$ cat config.mk
export PLATFORM = sky130hd
export DESIGN_NAME = idc_sched
export DESIGN_NICKNAME = d
export VERILOG_FILES = /design/src/rtl/idc_sched.sv
export SDC_FILE = /design/constraint.sdc
export NUM_CORES = 1
export LEC_CHECK = 0
export ABC_AREA = 1
export CORE_MARGIN = 3
export CORE_UTILIZATION = 50
export DETAILED_ROUTE_END_ITERATION = 6
export PLACE_DENSITY = 0.95
export SYNTH_ARGS = -nofsm -noshare
export SYNTH_HDL_FRONTEND = slang
export SYNTH_SLANG_ARGS = --single-unit
$ cat constraint.sdc
create_clock -name clk -period 4.55 [get_ports clk]
set_input_delay 0.91 -clock clk [delete_from_list [all_inputs] [get_ports clk]]
set_output_delay 0.91 -clock clk [all_outputs]
set_load 0.03 [all_outputs]
$ cat src/rtl/idc_sched.sv
// ---------------------------------------------------------------------------
// idc_sched -- round-robin scheduler that serialises 10-element ID-check
// requests from NREQ requesters into a single ID checker and returns the
// checker's verdict (or a timeout error) tagged with the requester index.
//
// Ports
//   clk            clock, rising edge
//   rst_n          asynchronous active-low reset
//   req_valid      [NREQ-1:0] per-requester request
//   req_id         [NREQ*60-1:0] requester i owns bits [60i+59:60i], element
//                  k at [60i+6k+5:60i+6k] (element 0 letter code, 9 check digit)
//   req_ready      [NREQ-1:0] one-cycle accept strobe to the granted requester
//   idc_in_valid   element strobe to the checker
//   idc_in_id      [5:0] element value to the checker
//   idc_out_valid  checker result strobe
//   idc_out_legal  checker result value
//   rsp_valid      one-cycle response strobe
//   rsp_tag        [1:0] requester the response belongs to
//   rsp_legal      latched checker verdict
//   rsp_err        1 when the checker timed out
//   busy           high whenever the FSM is not idle
// ---------------------------------------------------------------------------
module idc_sched #(
   parameter int NREQ = 4,
   parameter int TMO  = 15
) (
   input  logic                 clk,
   input  logic                 rst_n,
   input  logic [NREQ-1:0]      req_valid,
   input  logic [NREQ*60-1:0]   req_id,
   output logic [NREQ-1:0]      req_ready,
   output logic                 idc_in_valid,
   output logic [5:0]           idc_in_id,
   input  logic                 idc_out_valid,
   input  logic                 idc_out_legal,
   output logic                 rsp_valid,
   output logic [1:0]           rsp_tag,
   output logic                 rsp_legal,
   output logic                 rsp_err,
   output logic                 busy
);

   localparam int WCW = (TMO < 1) ? 1 : $clog2(TMO + 1);

   localparam logic [2:0] IDLE = 3'd0;
   localparam logic [2:0] SEND = 3'd1;
   localparam logic [2:0] WAIT = 3'd2;
   localparam logic [2:0] RESP = 3'd3;
   localparam logic [2:0] COOL = 3'd4;

   logic [2:0]     state;
   logic [1:0]     last_grant;
   logic [1:0]     tag;
   logic [59:0]    id_sh;
   logic [3:0]     send_cnt;
   logic [WCW-1:0] wait_cnt;

   logic [1:0]     grant;
   logic [59:0]    grant_id;

   // Round-robin pick: search from last+1 upward, wrapping. The loop runs
   // backwards so the nearest requester after last is the one that sticks.
   function automatic logic [1:0] rr_pick(input logic [NREQ-1:0] v,
                                          input logic [1:0]      last);
      logic [1:0] idx;
      logic [1:0] pick;
      pick = last;
      for (int i = NREQ; i >= 1; i--) begin
         idx = last + 2'(i);
         if (v[idx]) pick = idx;
      end
      return pick;
   endfunction

   always_comb begin
      grant    = rr_pick(req_valid, last_grant);
      grant_id = '0;
      for (int i = 0; i < NREQ; i++) begin
         if (2'(i) == grant) grant_id = req_id[i*60 +: 60];
      end
   end

   always_ff @(posedge clk or negedge rst_n) begin
      if (!rst_n) begin
         state        <= IDLE;
         last_grant   <= 2'd3;
         tag          <= 2'd0;
         id_sh        <= '0;
         send_cnt     <= '0;
         wait_cnt     <= '0;
         req_ready    <= '0;
         idc_in_valid <= 1'b0;
         idc_in_id    <= '0;
         rsp_valid    <= 1'b0;
         rsp_tag      <= 2'd0;
         rsp_legal    <= 1'b0;
         rsp_err      <= 1'b0;
         busy         <= 1'b0;
      end else begin
         req_ready <= '0;
         rsp_valid <= 1'b0;
         case (state)
            IDLE: begin
               if (|req_valid) begin
                  req_ready  <= NREQ'(1) << grant;
                  last_grant <= grant;
                  tag        <= grant;
                  id_sh      <= grant_id;
                  send_cnt   <= '0;
                  busy       <= 1'b1;
                  state      <= SEND;
               end
            end
            // Elements leave the low end of the shift register one per cycle;
            // the accept cycle itself carries no element.
            SEND: begin
               if (send_cnt == 4'd10) begin
                  idc_in_valid <= 1'b0;
                  idc_in_id    <= '0;
                  wait_cnt     <= '0;
                  state        <= WAIT;
               end else begin
                  idc_in_valid <= 1'b1;
                  idc_in_id    <= id_sh[5:0];
                  id_sh        <= {6'd0, id_sh[59:6]};
                  send_cnt     <= send_cnt + 4'd1;
               end
            end
            // A result arriving on the timeout cycle takes priority.
            WAIT: begin
               if (idc_out_valid) begin
                  rsp_valid <= 1'b1;
                  rsp_tag   <= tag;
                  rsp_legal <= idc_out_legal;
                  rsp_err   <= 1'b0;
                  state     <= RESP;
               end else if (wait_cnt == WCW'(TMO)) begin
                  rsp_valid <= 1'b1;
                  rsp_tag   <= tag;
                  rsp_legal <= 1'b0;
                  rsp_err   <= 1'b1;
                  state     <= RESP;
               end else begin
                  wait_cnt <= wait_cnt + 1'b1;
               end
            end
            RESP: begin
               state <= COOL;
            end
            // One idle cycle lets the checker clear its element index.
            COOL: begin
               busy  <= 1'b0;
               state <= IDLE;
            end
            default: begin
               busy  <= 1'b0;
               state <= IDLE;
            end
         endcase
      end
   end

endmodule

Word-level counts from Yosys, hierarchy flattened
Index checks and enable logic that the tools add are counted.
- $add $sub $neg: 5
- magnitude comparators: 3
- equality and inequality tests: 14
- shifts and indexed selects: 1
- muxes and demuxes: 43
- bitwise logic cells: 1
- reductions and logical operators: 13
- operators with widths (cell ; count):
    60-bit two-way mux ; 6
    60-bit one-hot mux with 2 select lines ; 1
    4-bit two-way mux ; 7
    4-bit one-hot mux with 2 select lines ; 2
    1-bit two-way mux ; 12
    3-bit two-way mux ; 4
    3-bit one-hot mux with 4 select lines ; 1
    2-bit two-way mux ; 5
    2-bit != test, second input constant ; 5
    2-bit by 3-bit less-than comparator with 1-bit output, second input constant ; 3
    4-bit by 1-bit adder with 4-bit output, second input constant ; 2
    4-bit equality test, second input constant ; 2
    1-bit binary-select mux with 2-bit select ; 3
    3-bit by 2-bit equality test with 1-bit output, second input constant ; 2
    6-bit two-way mux ; 1
    2-bit AND reduction ; 3
    3-bit AND reduction ; 2
    2-bit nonzero test ; 3
    2-bit adder, second input constant ; 2
    2-bit equality test, first input constant ; 2
    4-bit AND reduction ; 1
    4-bit OR reduction ; 1
    1-bit by 2-bit << shifter with 4-bit output, first input constant ; 1
    3-bit by 1-bit equality test with 1-bit output, second input constant ; 1
    other kinds (8) ; 8
- register bits after elaboration: 92
- input bits: 248
- output and inout port bits: 17
- logic and storage cells: 94

Logic depth before layout (Yosys ltp)
Gate-level depths: netlist of the first run.
- depth in word-level cells: 13
- mapped depth: 18
- gate-level depth less buffers: 15

Worst setup path after synthesis of the first run
Ideal clock, no wire load.
- path type: in2reg
- from: input port req_valid[1]
- to: register id_sh[10]
- setup time: 66 ps
- data arrival time: 2203 ps
- setup slack: 2281 ps
- stages on the path: 9
- buffers on the path: 2
- path through: nor4_1 > nor2_1 > inv_1 > nand2_1 > inv_2 > buf_2 > clkbuf_1 > nand2_1 > nand2_1
- word-level cells in the longest chain between the ends: 12
- RTL lines (item ; line ; RTL):
    start, declared ; 29 ; input logic [NREQ-1:0] req_valid,
    1-bit binary-select mux with 2-bit select ; 70 ; if (v[idx]) pick = idx;
    1-bit two-way mux (implied by the code) ; 70 ;
    2-bit two-way mux (3 in series) ; 70 ;
    2-bit logical NOT ; 79 ; if (2'(i) == grant) grant_id = req_id[i*60 +: 60];
    60-bit two-way mux (4 in series) ; 79 ;
    60-bit two-way mux ; 104 ; if (|req_valid) begin
    60-bit one-hot mux with 2 select lines ; 102 ; case (state)
    end signal, assigned ; 108 ; id_sh <= grant_id;
    end signal, assigned ; 125 ; id_sh <= {6'd0, id_sh[59:6]};
    end, declared ; 54 ; logic [59:0] id_sh;
Parallel ways exist; a longest one is shown, timed or not. The select of a mux whose other input is x is not followed.
A chain may end at the register's enable or synchronous reset.

Worst setup path after layout of the first run
- from: input port req_valid[1]
- to: register id_sh[7]
Same word-level chain as after synthesis.

==> results of run 1 <==
## sequential cells by signal, summed over array words and instances (netlist names)
signal and cells:
rsp_tag 2, id_sh 60, busy 1, idc_in_valid 1
rsp_valid 1, state 3, wait_cnt 4, rsp_err 1
req_ready 4, last_grant 2, idc_in_id 6, tag 2
rsp_legal 1, send_cnt 4
## layout make-up
type	instances	area (sq um)
timing repair buffer	280	2770
fill	1160	3850
clock inverter	7	123
tap	180	225
multi-input combinational	920	4120
inverter	141	532
sequential	92	2300
clock buffer	9	225
## power by group
group	internal [W]	switching, W	leakage [nW]
Clock	0.000542	0.000324	0.168
Combinational	0.00232	0.00460	4.20
Sequential	0.00125	0.000228	1.15
Total	0.00411	0.00516	5.52
## through the flow
step           hold WS [ps]  area, sq um  std cells  utilization [%]  total power [W]
3_5_place_dp            467         9950       1613             70.3          0.00835
2_1_floorplan           446         7370       1239                -          0.00684
5_1_grt                 499        10300       1629             72.8           0.0104
6_report                480        10300       1629             72.8          0.00926
3_3_place_gp            456         9950       1613             70.3          0.00812
4_1_cts                 484        10300       1629             72.8          0.00926
## path summary, 6_finish.rpt
check	from	end	slack [ps]	cells after the start
worst max-delay path	req_valid[1]	id_sh[7]	1530	16
worst min-delay path	idc_in_valid	idc_in_valid	480	2
worst max register to register	state[2]	id_sh[0]	1850	7
worst min register to register	idc_in_valid	idc_in_valid	480	2
max in group asynchronous	rst_n	id_sh[23]	2950	2
min in group asynchronous	rst_n	id_sh[54]	610	1
## routing by layer
metal | vias to the layer above | share of wire, % | wire (microns) | GRT usage, %
met2 | 359 | 50 | 11800 | 51.0
met4 | 2 | 2.7 | 639 | 9.46
met5 | - | 0.055 | 13 | 0
met1 | 3953 | 39 | 9290 | 34.4
met3 | 62 | 7.9 | 1860 | 5.69
li1 | 4261 | - | - | -
## worst register-to-register path, delay by kind of cell, from the launching register on
kind                   cells  cell delay (ps)
flip-flops                 1              420
AND/OR/NAND/NOR            5              910
buffers and inverters      2             1260
## layout by cell type, fill, tap and decap left out
master	count
a22o_1	8
clkinvlp_4	1
buf_4	16
inv_2	6
nand2_2	1
or2_2	54
o21ai_4	1
nand3_2	1
a21oi_4	1
clkdlybuf4s50_1	263
a21oi_1	5
inv_8	1
bufinv_16	3
dfrtp_1	90
clkbuf_16	9
nand3_4	1
clkinv_2	3
o22ai_1	1
ha_1	3
o21ai_1	32
nand4_1	109
dfstp_2	2
nand2_4	2
nor2_1	137
nand2_1	505
nor3_1	5
buf_12	1
inv_6	1
nand3_1	10
nor4_1	1
o31ai_1	1
clkinv_1	1
inv_1	132
o21ai_0	42
## cells by family after synthesis
kind of cell	Yosys count
compound gates	91
fa+ha+maj	3
buf+inv	227
flops	92
simple gates	826
==> metrics.md, run 1 <==
| Metric | Value |
|---|---|
| Outcome | complete, no violations |
| DRT antenna net count | 0 |
| Leading area contributor after synthesis | dfrtp_1 |
| CTS Sinks | 92 |
| Multiplexer area fraction after synthesis | 0% |
| Die Y-Extent | 127 microns |
| # diodes | 0 |
| Via count | 8,637 |
| RSZ-0062 raised after global routing | false |
| Row count | 43 |
| WP data required | 4820 ps |
| Seq cells post-synth | slightly above 90 |
| Mean Syn Cell Area | 5.95 sq um |
| Synth top area share | 30.5% |
| P_leak | about 5.5 nW |
| Setup TNS | 0 ps |
| Drt wl/cell | roughly 14 microns |
| Via-to-Cell Ratio | around 5.3 |
| Placeable Area | 14,100 sq um |
| Starting DRT DRC Count | 827 |
| Postcts setup bufs | 0 |
| Number of max-cap violations | 0 |
| Global-route usage over all layers | 28.6% |
| DIE AREA | about 16,000 sq um |
| Crit share post-route | 66.4% |
| Initial Util | 52.1% |
| Routed WL | 23,600 microns |
| Adder-cell area share of the yosys netlist | less than 1% |
| Max Root-Sink Buffers | 2 |
| Top-level I/O count | 265 |
| CTS root buffer | clkbuf_16 |
| Most numerous cell in the Yosys netlist | nand2_1 |
| HP Class | register to register |
| Die extent in x | ~130 microns |
| Critical Path Sink Type | register |
| WS Path Type | primary input to register |
| Top post-synthesis cells by count | 505 x nand2_1, 137 x nor2_1, 132 x inv_1 |
| Synth Area in Simple Gates | 48.1% |
| Mapped Nets | 1,490 |
| Synth Area in Compound Gates | 6.74% |
| Power per cell area | 900 nW/um^2 |
| # DRC | 0 |
| Global-route wire length before repair | 38,500 microns |
| Buf/Inv on CP | 4 |
| Ys async rst share | 100% |
| Setup WS pre-CTS | roughly 1200 ps |
| CTS tree | yes |
| CP Data Arrival Time | around 3300 ps |
| Ranking of synthesized cells by area | dfrtp_1 31%, nand2_1 26%, nand4_1 9.2% |
| Clock-pin transition on the worst setup and hold timing paths | 70 ps |
| Total global routing overflow | 0 |
| Vias in the first global route | 8,328 |
| # H-tree levels | 3 |
| Worst slew margin | 51.4% |
| Slowest stage delay, CP | 470 ps |
| Hold-fix buffers at CTS | 0 |
| Largest net degree at the start of global routing | 74 |
| Initial antenna violation count | 1 |
| DP HPWL | 17,000 microns |
| Slack of the critical path | 1530 ps |
| Synthesized instance count | 1,239 |
| Final Hold Vio Count | 0 |
| Setup crit start kind | primary input |
| Final #Nets | 1,695 |
| Post-synth EDFFs | 0 |
| Synth Flop Type | dfrtp_1 |
| Post-Synth XOR/XNOR Area | 0% |
| Worst slew pin tran | 729 ps |
| Post-Syn Area | 7370 sq um |
| Slew Viols, Final | 0 |
| PortBufs | 264 |
| Clock Skew | 9.53 ps |
| Slowest-stage cell, CP | clkdlybuf4s50_1 |
| Share of post-route cells with drive strength above 1 | slightly above 7% |
| Netlist cell types | 29 |
| Total CTS buffers | 9 |
| Yosys warning count | 0 |
| Final worst path period need | 3020 ps |
| Sequential area share after synthesis | roughly 31% |
| TritonRoute pass-1 iters | 5 |
| Syn-to-layout area delta | 39.7% |
| Worst-Skew Late Latency | 330 ps |
| CP cell instances | clkdlybuf4s50_1 > inv_1 > o21ai_1 > nand2_2 > nand2_1 > inv_2 > nand2_1 > nand2_4 > nand2_4 > buf_4 > o21ai_1 > nand2_1 > nand2_1 > nand2_1 > nand2_1 > nand2_1 |
| Fmax | 331 MHz |
| Final estimated routing congestion in global placement | 0.834 |
| Final setup violation count | 0 |
| Family with the most delay on the worst path | simple AND/OR/NAND/NOR gates |
| Most used cell, CP | nand2_1 |
| Largest family of logic cells by synthesized area | simple AND/OR/NAND/NOR gates |
| CTS resizes | 0 |
| Peak supply drop | 0.000737 V |
| CP max FO | 36 |
No activity file was read; power rests on OpenSTA's default activity.
==> inputs of run 2 (changes only) <==
--- a/config.mk
+++ b/config.mk
@@ -7,9 +7,9 @@
 export LEC_CHECK = 0
 export ABC_AREA = 1
 export CORE_MARGIN = 3
-export CORE_UTILIZATION = 50
+export CORE_UTILIZATION = 46
 export DETAILED_ROUTE_END_ITERATION = 6
-export PLACE_DENSITY = 0.95
+export PLACE_DENSITY = 0.94
 export SYNTH_ARGS = -nofsm -noshare
 export SYNTH_HDL_FRONTEND = slang
 export SYNTH_SLANG_ARGS = --single-unit
==> constraint.sdc (replaced) <==
create_clock -name clk -period 2.8 [get_ports clk]
set_input_delay 0.56 -clock clk [delete_from_list [all_inputs] [get_ports clk]]
set_output_delay 0.56 -clock clk [all_outputs]
set_load 0.03 [all_outputs]
==> metrics.md, run 2 (synthesis gave the netlist of run 1 again) <==
| Metric | Value |
|---|---|
| Slowest stage delay, CP | 490 ps (+20 ps) |
| CP cell instances | clkdlybuf4s50_1 > inv_1 > o21ai_1 > nand2_1 > nand2_1 > nand2_1 > nand2_1 > nand2_4 > nand2_4 > buf_4 > o21ai_0 > nand2_1 > nand2_1 > nand2_1 > nand2_1 > nand2_1 |
| Worst hold margin | 159 ps (-321 ps) |
| Grt peak-use layer | met2 |
| Clock-pin transition on the worst setup and hold timing paths | 80 ps (about the same) |
| Slew Viols, Final | 0 (unchanged) |
| Slowest-stage cell, CP | clkdlybuf4s50_1 |
| FF-to-FF Start | last_grant[0] |
| Placeable Area | 15,400 sq um (+9.0%) |
| CP Data Arrival Time | 2730 ps (-560 ps) |
| Crit share post-route | 87.5% |
| RSZ-0062 raised after global routing | false |
| # DRC | 0 (unchanged) |
| Top Registers | id_sh x60, idc_in_id x6 |
| Number of max-cap violations | 0 (unchanged) |
| Initial antenna violation count | 0 (-1) |
| Final #Nets | 1,700 (+0.29%) |
| Drt wl/cell | 14.2 microns (-1.8%) |
| Outcome | complete, no violations |
| Syn-to-layout area delta | 42.0% |
| Largest net degree at the start of global routing | 65 (-12%) |
| TritonRoute pass-1 iters | 5 (unchanged) |
| FF/Latch Area | 2300 sq um (unchanged) |
| Final worst path period need | 2450 ps |
| Global-route wire length before repair | 38,700 microns (+0.52%) |
| Share of post-route cells with drive strength above 1 | 7.50% (+0.32 points) |
| DP HPWL | 17,200 microns (+1.3%) |
| CP startpoint | req_valid[1] |
| Die Y-Extent | 133 microns (+4.1%) |
| Reg with most FFs | id_sh |
| Peak supply drop | 0.00114 V (+54%) |
| Fin util | 67.9% (-4.9 points) |
| Global-route usage over all layers | 26.3% (-2.3 points) |
| Final Hold Vio Count | 0 (unchanged) |
| Starting DRT DRC Count | 910 (+10%) |
| DRT antenna net count | 0 (unchanged) |
| HP Class | primary input to async pin |
| Row count | 45 (+4.7%) |
| CTS root buffer | clkbuf_16 |
| Via count | 8,514 (-1.4%) |
| WP data required | 3080 ps (-1740 ps) |
| Final setup violation count | 0 (unchanged) |
| Most used cell, CP | nand2_1 |
| Max Root-Sink Buffers | 2 (unchanged) |
| Setup crit start kind | primary input |
| Setup TNS | 0 ps (unchanged) |
| Largest register FFs | 60 (unchanged) |
| Initial Util | 47.8% (-4.3 points) |
| Fillers | 1,265 (+9.1%) |
| Die extent in x | 133 microns (+4.1%) |
| Total global routing overflow | 0 (unchanged) |
| Global routing usage on met2 | 44.6% (-6.4 points) |
| Critical Path Sink Type | register |
| Worst-Skew Late Latency | 350 ps (+20 ps) |
| Top-level I/O count | 265 (unchanged) |
| Worst slew pin tran | 638 ps (-91.6 ps) |
| Clock Skew | 9.73 ps (+0.198 ps) |
| Buf/Inv on CP | 3 (-1) |
| CTS resizes | 0 (unchanged) |
| DIE AREA | 17,600 sq um (+8.3%) |
| Vias in the first global route | 7,955 (-4.5%) |
| WS Path Type | primary input to register |
| Commonest non-fill, non-tap cell in the layout | nand2_1 |
| P_leak | 5.58 nW (+1.0%) |
| Family with the most delay on the worst path | simple AND/OR/NAND/NOR gates |
| Final Non-Filler Cells | 1,665 (+2.2%) |
| Met1 usage | 34.4% (about the same) |
| Postcts setup bufs | 0 (unchanged) |
| CP max FO | 19 (-47%) |
| Routed WL | 23,700 microns (+0.40%) |
| Fmax | slightly above 400 MHz |
| CTS tree | yes |
| Most frequent cells in the layout | 505 x nand2_1, 263 x clkdlybuf4s50_1, 137 x nor2_1 |
| Via-to-Cell Ratio | 5.11 (-3.6%) |
| # diodes | 0 (unchanged) |
| Total CTS buffers | 9 (unchanged) |
| M3 GR Usage | 4.30% (-1.4 points) |
| Area occupied by multi-input gates | 4120 sq um (unchanged) |
| Hold-fix buffers at CTS | 0 (unchanged) |
| Placed insts | 1,649 (+2.2%) |
| # H-tree levels | 3 (unchanged) |
| PortBufs | 264 (unchanged) |
| Worst slew margin | 57.5% (+6.1 points) |
| CTS Sinks | 92 (unchanged) |
| Final estimated routing congestion in global placement | 0.871 (+4.4%) |
| Power per cell area | 1470 nW/um^2 (+64%) |
[run 2: cell count changes in the layout (fill, tap and decap cells not counted)]
cell	delta
buf_12	+12
buf_4	-7
bufinv_16	-3
inv_6	+2
clkinv_2	-1
clkinv_4	+1
inv_8	+1
[run 2: power breakdown]
part | total [W] | internal, W | switching (W)
sequential | 0.00239 | 0.00202 | 0.000368
combinational | 0.0118 | 0.00424 | 0.00756
clock | 0.00121 | 0.000627 | 0.000579
[run 2: metal layers]
metal / wire length [microns] / vias up / part of all wire, %
met5: 0 / - / 0
met4: 605 / 0 / 2.6
met3: 1460 / 43 / 6.2
met2: 11800 / 324 / 50
met1: 9830 / 3867 / 41
li1: - / 4280 / -
[run 2: area by class of cell]
cell class / instances / area share (%)
multi-input combinational: 920 / 39.3
timing repair buffer: 285 / 28.3
sequential: 92 / 22.0
inverter: 141 / 5.08
tap: 211 / 2.52
clock buffer: 9 / 2.15
clock inverter: 7 / 0.622
[run 2: worst paths after layout]
path	endpoint	slack (ps)	cells past startpoint
worst max register to register	id_sh[53]	420	16
max in group asynchronous	last_grant[0]	1890	2
worst max-delay path	id_sh[53]	350	16
min in group clk	id_sh[24]	480	2
worst min-delay path	id_sh[54]	160	1
worst min register to register	id_sh[24]	480	2
[run 2: per-stage QoR]
step                setup slack [ps]  power, W  instance area [sq um]
floorplan                        881    0.0111                   7370
global placement                 169    0.0138                  10200
detailed placement              21.6    0.0141                  10200
CTS                              387    0.0154                  10500
global route                     151    0.0171                  10500
finish                           349    0.0154                  10500
[run 2: worst register-to-register path: cells and delay by family (launching register included)]
kind / cells / cell delay [ps]
and+or+nand+nor: 12 / 1070
DFF: 1 / 650
buffers and inverters: 3 / 450
AOI/OAI and AO/OA: 1 / 110
==> inputs of run 3 (changes only) <==
--- a/config.mk
+++ b/config.mk
@@ -10,6 +10,7 @@
 export CORE_UTILIZATION = 46
 export DETAILED_ROUTE_END_ITERATION = 6
 export PLACE_DENSITY = 0.94
+export RECOVER_POWER = 25
 export SYNTH_ARGS = -nofsm -noshare
 export SYNTH_HDL_FRONTEND = slang
 export SYNTH_SLANG_ARGS = --single-unit
==> metrics.md, run 3 (synthesis gave the netlist of run 1 again) <==
| Metric | Value |
|---|---|
| CTS tree | yes |
| CTS root buffer | clkbuf_16 |
| CTS resizes | 0 (unchanged) |
| Largest net degree at the start of global routing | 65 (unchanged) |
| Initial antenna violation count | 0 (unchanged) |
| Hold path cells | 2 |
| CTS Sinks | 92 (unchanged) |
| Switch share | 55.3% (+0.089 points) |
| Failing checks | max-capacitance violations, max-slew violations |
| Internal | 0.00689 W (about the same) |
| Via-to-Cell Ratio | 5.15 (+0.68%) |
| Outcome | complete, but fails checks |
| TritonRoute pass-1 iters | 7 (+2) |
| Worst slew pin tran | 1960 ps (+1330 ps) |
| Max Root-Sink Buffers | 2 (unchanged) |
| Clock Skew | 10.4 ps (+0.694 ps) |
| Largest register FFs | 60 (unchanged) |
| Die extent in x | 133 microns (unchanged) |
| Cell depth of the worst flop-to-flop path | 16 (unchanged) |
| Critical Path Sink Type | register |
| Via count | 8,572 (+0.68%) |
| Starting DRT DRC Count | 876 (-3.7%) |
| Reg with most FFs | id_sh |
| DRT antenna net count | 0 (unchanged) |
| Row count | 45 (unchanged) |
| WP data required | 3080 ps (about the same) |
| HP Class | register to register |
| Logic pwr share | 76.7% (about the same) |
| Final setup violation count | 0 (unchanged) |
| Top Registers | id_sh x60, idc_in_id x6 |
| Global-route usage over all layers | 26.3% (unchanged) |
| Final estimated routing congestion in global placement | 0.871 (unchanged) |
| Total global routing overflow | 0 (unchanged) |
| Clock power share | 7.8% (about the same) |
| Sw power | 0.00854 W (+0.36%) |
| Fillers | 1,267 (+0.16%) |
| Peak supply drop | 0.00114 V (about the same) |
| Final Hold Vio Count | 0 (unchanged) |
| Initial Util | 47.8% (unchanged) |
| Reg power frac | 15.5% (about the same) |
| Global-route wire length before repair | 38,700 microns (unchanged) |
| Most frequent cells in the layout | 505 x nand2_1, 263 x clkdlybuf4s50_1, 137 x nor2_1 |
| Postcts setup bufs | 0 (unchanged) |
| Clock-pin transition on the worst setup and hold timing paths | 70 ps (about the same) |
| Slack of the critical path | 342 ps (-6.84 ps) |
| Number of max-cap violations | 1 (+1) |
| Setup crit start kind | primary input |
| Area occupied by multi-input gates | 4120 sq um (unchanged) |
| Worst-Skew Late Latency | 350 ps (about the same) |
| FF/Latch Area | 2300 sq um (unchanged) |
| CP Data Arrival Time | 2740 ps (about the same) |
| WS Path Type | primary input to register |
| Power per cell area | 1470 nW/um^2 (+0.23%) |
| Final #Nets | 1,700 (unchanged) |
| Worst slew margin | -30.9% (-88 points) |
| Die Y-Extent | 133 microns (unchanged) |
| Routed WL | 23,800 microns (+0.41%) |
| Final worst path period need | 2460 ps (+6.84 ps) |
| P_leak | 5.58 nW (about the same) |
| PortBufs | 264 (unchanged) |
| Total CTS buffers | 9 (unchanged) |
| # DRC | 0 (unchanged) |
| Fmax | 407 MHz (-0.28%) |
| RSZ-0062 raised after global routing | false |
| DIE AREA | 17,600 sq um (unchanged) |
| Crit share post-route | 87.8% (+0.24 points) |
| DP HPWL | 17,200 microns (unchanged) |
| Setup slack, reg-to-reg | 420 ps (about the same) |
| Worst hold margin | 483 ps (+324 ps) |
| Placeable Area | 15,400 sq um (unchanged) |
| Hold-fix buffers at CTS | 0 (unchanged) |
| Share of post-route cells with drive strength above 1 | 7.43% (-0.069 points) |
| Commonest non-fill, non-tap cell in the layout | nand2_1 |
| Syn-to-layout area delta | 41.9% (about the same) |
| # diodes | 0 (unchanged) |
| Setup WS pre-CTS | 21.6 ps (unchanged) |
| CP max FO | 19 (unchanged) |
| Drt wl/cell | 14.3 microns (+0.41%) |
| Slew Viols, Final | 34 (+34) |
| Vias in the first global route | 7,955 (unchanged) |
| Top-level I/O count | 265 (unchanged) |
| Setup TNS | 0 ps (unchanged) |
| # H-tree levels | 3 (unchanged) |
-- run 3: changes by cell type in the layout (fill, tap and decap cells not counted), sizes merged --
cell    previous run  this run
clkbuf             9        10
buf               22        21
-- run 3: final cells by class --
cell class                 count  area share, %
clock buffer                   9           2.15
clock inverter                 7          0.622
multi-input combinational    920           39.3
inverter                     141           5.08
sequential                    92           22.0
timing repair buffer         285           28.3
tap                          211           2.52
-- run 3: stage by stage --
step	instance area (sq um)	utilization (%)	instances	power [W]
2_1_floorplan	7370	-	1239	0.0111
3_3_place_gp	10200	66.0	1649	0.0138
3_5_place_dp	10200	66.0	1649	0.0141
4_1_cts	10500	67.9	1665	0.0154
5_1_grt	10500	67.8	1665	0.0171
6_report	10500	67.8	1665	0.0154
-- run 3: power by group through the flow --
stage	Combinational (W)	Sequential [W]	Clock, W
after floorplan	0.00861	0.00250	0
after global placement	0.0114	0.00238	0
after detailed placement	0.0117	0.00240	0
after CTS	0.0118	0.00239	0.00122
after global routing	0.0134	0.00247	0.00127
final	0.0118	0.00240	0.00120
-- run 3: worst max-delay path, cell delays in order --
cell and delay, ps:
clkdlybuf4s50_1 500, inv_1 70, o21ai_1 220, nand2_1 90
nand2_1 70, nand2_1 100, nand2_1 120, nand2_4 100
nand2_4 220, buf_4 250, o21ai_0 130, nand2_1 100
nand2_1 60, nand2_1 50, nand2_1 40, nand2_1 50
-- run 3: metal layers --
layer  track usage (%)  up-vias  routed length, microns
li1                  -     4276                       -
met1              34.4     3922                    9790
met2              44.6      333                   11900
met3              4.30       41                    1570
met4              8.14        0                     559
met5                 0        -                       0
-- run 3: final timing paths --
check,startpoint,to
max,req_valid[1],id_sh[53]
min,idc_in_valid,idc_in_valid
max reg2reg,last_grant[0],id_sh[53]
min reg2reg,idc_in_valid,idc_in_valid
max in group asynchronous,rst_n,last_grant[0]
min in group asynchronous,rst_n,id_sh[54]
